### config.mk
export PLATFORM = sky130hd
export DESIGN_NAME = rv32_register_file
export DESIGN_NICKNAME = d
export VERILOG_FILES = /design/src/rtl/rv_pkg.sv /design/src/rtl/rv32_register_file.sv
export SDC_FILE = /design/constraint.sdc
export NUM_CORES = 2
export LEC_CHECK = 0
export CELL_PAD_IN_SITES_DETAIL_PLACEMENT = 1
export CELL_PAD_IN_SITES_GLOBAL_PLACEMENT = 1
export CORE_ASPECT_RATIO = 1.75
export CORE_UTILIZATION = 55
export CTS_BUF_LIST = sky130_fd_sc_hd__clkbuf_4
export CTS_CLUSTER_DIAMETER = 120
export CTS_CLUSTER_SIZE = 10
export DETAILED_ROUTE_END_ITERATION = 10
export GPL_TIMING_DRIVEN = 0
export PLACE_DENSITY = 0.79
export SETUP_SLACK_MARGIN = 0.02
export SLEW_MARGIN = 10
export SYNTH_ARGS = -nofsm -noshare
export SYNTH_HDL_FRONTEND = slang
export SYNTH_SLANG_ARGS = --single-unit
### constraint.sdc
create_clock -name clk_i -period 4.7 [get_ports clk_i]
set_input_delay 0.94 -clock clk_i [delete_from_list [all_inputs] [get_ports clk_i]]
set_output_delay 0.94 -clock clk_i [all_outputs]
set_load 0.02 [all_outputs]
### src/rtl/rv_pkg.sv
// Shared RV32I datapath constants for the multicycle core.
package rv_pkg;

  localparam int unsigned XLEN       = 32;
  localparam int unsigned REG_ADDR_W = 5;
  localparam int unsigned NUM_REGS   = 32;

  localparam logic [REG_ADDR_W-1:0] ZERO_REG = REG_ADDR_W'(0);

endpackage : rv_pkg

### src/rtl/rv32_register_file.sv
// RV32I integer register file: 32 x XLEN, two combinational read ports,
// one synchronous write port, x0 hardwired to zero, no write-to-read bypass.
module rv32_register_file
  import rv_pkg::*;
(
  input  logic                  clk_i,
  input  logic                  rst_ni,
  input  logic [REG_ADDR_W-1:0] aa_i,
  input  logic [REG_ADDR_W-1:0] ab_i,
  input  logic [REG_ADDR_W-1:0] aw_i,
  input  logic                  wren_i,
  input  logic [XLEN-1:0]       wrdata_i,
  output logic [XLEN-1:0]       a_o,
  output logic [XLEN-1:0]       b_o
);

  // Element 0 is never written, so it holds the zero left by reset.
  logic [XLEN-1:0] reg_array_r [0:NUM_REGS-1];

  logic            wr_hit_c;

  // Writes to x0 are dropped here rather than masked on read.
  assign wr_hit_c = wren_i && (aw_i != ZERO_REG);

  // Async clear of every entry; rd writeback on the rising edge.
  always_ff @(posedge clk_i or negedge rst_ni) begin
    if (!rst_ni) begin
      for (int unsigned i = 0; i < NUM_REGS; i++) begin
        reg_array_r[i] <= '0;
      end
    end else if (wr_hit_c) begin
      reg_array_r[aw_i] <= wrdata_i;
    end
  end

  // Combinational operand reads; address 0 forced to zero for robustness.
  assign a_o = (aa_i == ZERO_REG) ? XLEN'(0) : reg_array_r[aa_i];
  assign b_o = (ab_i == ZERO_REG) ? XLEN'(0) : reg_array_r[ab_i];

endmodule : rv32_register_file

# Yosys cells after proc, flatten, opt, wreduce, memory -nomap -nowiden
# Cells that the tools add are included.
# totals
regBits,1024
input_bits,50
out_inout_bits,64
wordCells,55
# op_classes
magnitude_cmp,4
muxes,11
n_bitwise,3
n_reduce_logical,5
# ops
cell,n
$bwmux W1024,1
$bmux W32 S5,2
$mux W32,7
$demux W32 S5,1
$ge A6 B6 Y1 const B,3
$not A5 Y6,3
$logic_not A5 Y1,2
$lt A6 B1 Y1 const B,1
$reduce_bool A5 Y1,1
$logic_and A1 B1 Y1,2

# Longest topological paths before layout
# logic_depth
depth_word,6
ltp_mapped,7
depth_no_buf,4

# Least setup slack after synthesis
# Ideal clock, no wire load.
# synth_timing
path_kind,input-to-output
from,in aa_i[0]
to,out a_o[14]
t_arrival_ns,2.609
required_ns,3.760
path_slack_ns,1.151
cell_stages,7
path_buffers,4
path_cell_list,buf_2 -> inv_1 -> buf_2 -> buf_2 -> clkbuf_1 -> o2111ai_1 -> a311oi_1
# synth_between
elab_chain_cells,5
word_cells_on_any_way,6
classes_between,4 x mux; 1 x bitwise; 1 x reduce/logical
# synth_rtl
item,line_no,source
from (decl),rv32_register_file.sv:8,"input logic [REG_ADDR_W-1:0] aa_i,"
$not A5 Y6 (not written as such),rv32_register_file.sv:37,assign a_o = (aa_i == ZERO_REG) ? XLEN'(0) : reg_array_r[aa_i];
$bmux W32 S5,rv32_register_file.sv:37,
$mux W32 (not written as such) (2 in a row),rv32_register_file.sv:37,
$mux W32 *,rv32_register_file.sv:37,
to (decl),rv32_register_file.sv:13,"output logic [XLEN-1:0] a_o,"
# Every way passes the cells marked *; elsewhere a longest branch is shown, timed or not. The select of a mux whose other input is x is not followed.

# Worst setup path in the final report
# layout_timing
from,in ab_i[3]
to,out b_o[13]
# layout_between
elab_chain_cells,5
word_cells_on_any_way,6
classes_between,4 x mux; 1 x bitwise; 1 x reduce/logical
# layout_rtl
item,line_no,source
from (decl),rv32_register_file.sv:9,"input logic [REG_ADDR_W-1:0] ab_i,"
$not A5 Y6 (not written as such),rv32_register_file.sv:38,assign b_o = (ab_i == ZERO_REG) ? XLEN'(0) : reg_array_r[ab_i];
$bmux W32 S5,rv32_register_file.sv:38,
$mux W32 (not written as such) (2 in a row),rv32_register_file.sv:38,
$mux W32 *,rv32_register_file.sv:38,
to (decl),rv32_register_file.sv:14,output logic [XLEN-1:0] b_o
# Marks and branches as above.

==> reports/results.txt <==
first-pass GRT wire length - 308000 µm
fraction of registers with async set/reset - 100%
clock slew at reported path FFs - 110 ps
crit-path cells - clkdlybuf4s50_1, clkbuf_8, nor2b_1, clkbuf_2, buf_4, a22oi_2, a311oi_4, dlygate4sd2_1
Cell Pwr Density - 374 nW/µm²
number of global-route vias before repair - 40900
Min Hold Slack - 284 ps
min Tclk post-route - 4820 ps
wire per inst - 41.9 µm
Slew headroom - 25.0%
Layout area overhead - 9.61%
Slew @ Worst Pin - 1120 ps
Synth area leader - dfrtp_1
CTS Buffer Depth - 3
Syn Inst Count - 3621
Final ANT Viol Nets - 0
Worst Setup Start Kind - input port
top_reg_cell synth - dfrtp_1
num rows - 152
Cells after DPL - 5040
CP delay by family, top - buffers and inverters
Cell Area, Synth - 54400 µm²
Vert. Die Dim - 418 µm
Detailed Route Iter0 Violations - 4000
Biggest register - reg_array_r
critical path fanouts, max - 10
total power - 22.3 mW
CP required - 3760 ps
Slew Limit Fails - 0
PortBufs - 103
post-detail-place hpwl - 156000 µm
DRC viols - 0
Max Cap Viol - 0
Synth cell types - 35
Initial DRT Pass Iterations - 5
largest net degree at the start of global routing - 162
Setup Skew - 0 ps
number of CTS-inserted buffers - 112
leakage power - 25.4 nW
WP buf/inv - 5
part of the Yosys area used for sequential elements - 47.1%
Avg Cell Area, Syn - 15.0 µm²
status - finished, violations left
RD Place Congestion - 0.981
Worst Hold Class - in -> async
I/O pin cnt - 114
Synth area leaders - dfrtp_1 47%, mux2_2 22%, mux4_2 19%
top flop regs - reg_array_r (1024)
Yosys top cell area share - 47.1%
Critical Path End Type - primary output
fin worst setup slack - -118 ps
synth cell count leaders - 1046 x mux2_2, 1024 x dfrtp_1, 448 x mux4_2
Finished Layout Cells - 5171
max FFs per register - 1024
Starting Density - 55.5%
Tot GR Track Use - 45.1%
clk sinks - 1024
Remaining Overflow, GRT - 0
CTS root buf - clkbuf_4
initial antenna violation count - 7
Critical Path Max Stage Delay - 770 ps
layout cells sized above 1 - 53.0%
failing checks - setup timing
WL final - 217000 µm
Tcrit/Tclk final - 103%
core area - 97900 µm²
Post-synth EDFFs - 0
H-tree levels - 3
Crit Path Category - in -> out
Die X - 240 µm
post-synthesis register bit count - 1024
count leader, synth - mux2_2
slowest CP cell - a22oi_2
CTS tree - built
Clock Latency Late Sink - 1190 ps
vias per cell - 7.34
f_max - 208 MHz
Final Hold Vio Count - 0
endpoints failing setup - 20
Layout Nets - 3897
syn_nets - 3671
number of vias in the routed layout - 37900
Synth warnings - 0
Max VDD drop - 0.231 mV
Worst EP arrival - 3880 ps
die area - 100000 µm²
[worst paths after layout]
check	to	from	slack, ps	depth (start not counted)
worst min-delay path	reg_array_r[218]	rst_ni	280	2
min in group clk_i	reg_array_r[575]	aw_i[4]	360	3
worst max-delay path	b_o[13]	ab_i[3]	-120	8
worst min register to register	reg_array_r[1019]	reg_array_r[1019]	490	1
max in group asynchronous	reg_array_r[837]	rst_ni	1970	5
worst max register to register	reg_array_r[297]	reg_array_r[297]	3840	1
[stage by stage]
stage | util, % | instance area, µm² | setup WS [ps] | setup TNS, ps
final | 60.8 | 59600 | -118 | -1010
after global routing | 60.8 | 59600 | -3.30 | -3.30
after CTS | 60.5 | 59300 | -37.6 | -67.8
after detailed placement | 58.5 | 57300 | -1530 | -72190
after global placement | 58.2 | 57000 | -44510 | -
after floorplan | - | 54400 | 1150 | 0
[cell families after synthesis]
family          Yosys count  synth area share, %
flops                  1024                 47.1
simple gates            165                 1.61
mux                    1632                 42.8
compound gates          366                 4.84
buf+inv                 434                 3.63
[power by group]
part	leakage, nW	switching [mW]	internal, mW
registers	13.1	1.34	10.5
logic	11.7	2.93	3.25
clock network	0.556	3.09	1.18
total	25.4	7.36	14.9
[placed cells by master, fill, tap and decap left out, drive strengths merged, types with 71 or more instances in the layout]
cell and n:
nor2b 71, mux2i 128, clkbuf 342, mux4 448, o21ai 110, buf 215, mux2 1056, dfrtp 1024
[final cells by class]
cell class,instances,area [µm²]
fill,9009,38400
clock inverter,3,42.5
clock buffer,116,871
inverter,2,7.51
multi-input combinational,2163,27800
sequential,1024,25600
antenna,10,25.0
tap,1309,1640
timing repair buffer,115,1250
buffer,429,2280
[routing by layer]
layer | global-route usage [%] | wire length [µm] | vias to the layer above
met5 | 0 | 26 | -
met4 | 44.3 | 27200 | 4
met3 | 9.84 | 15800 | 823
met2 | 70.8 | 104000 | 2223
met1 | 50.1 | 70200 | 20500
li1 | - | - | 14400
[what timing repair did]
action / CTS / global route
buffers inserted: 0 / 4
hold buffers: 1 / 0
endpoints found under the hold margin: 51 / 0
pin swaps: 27 / 12
gates resized for setup: 314 / 82
setup endpoints to repair: 64 / 40
Power figures use the tool's default switching activity.
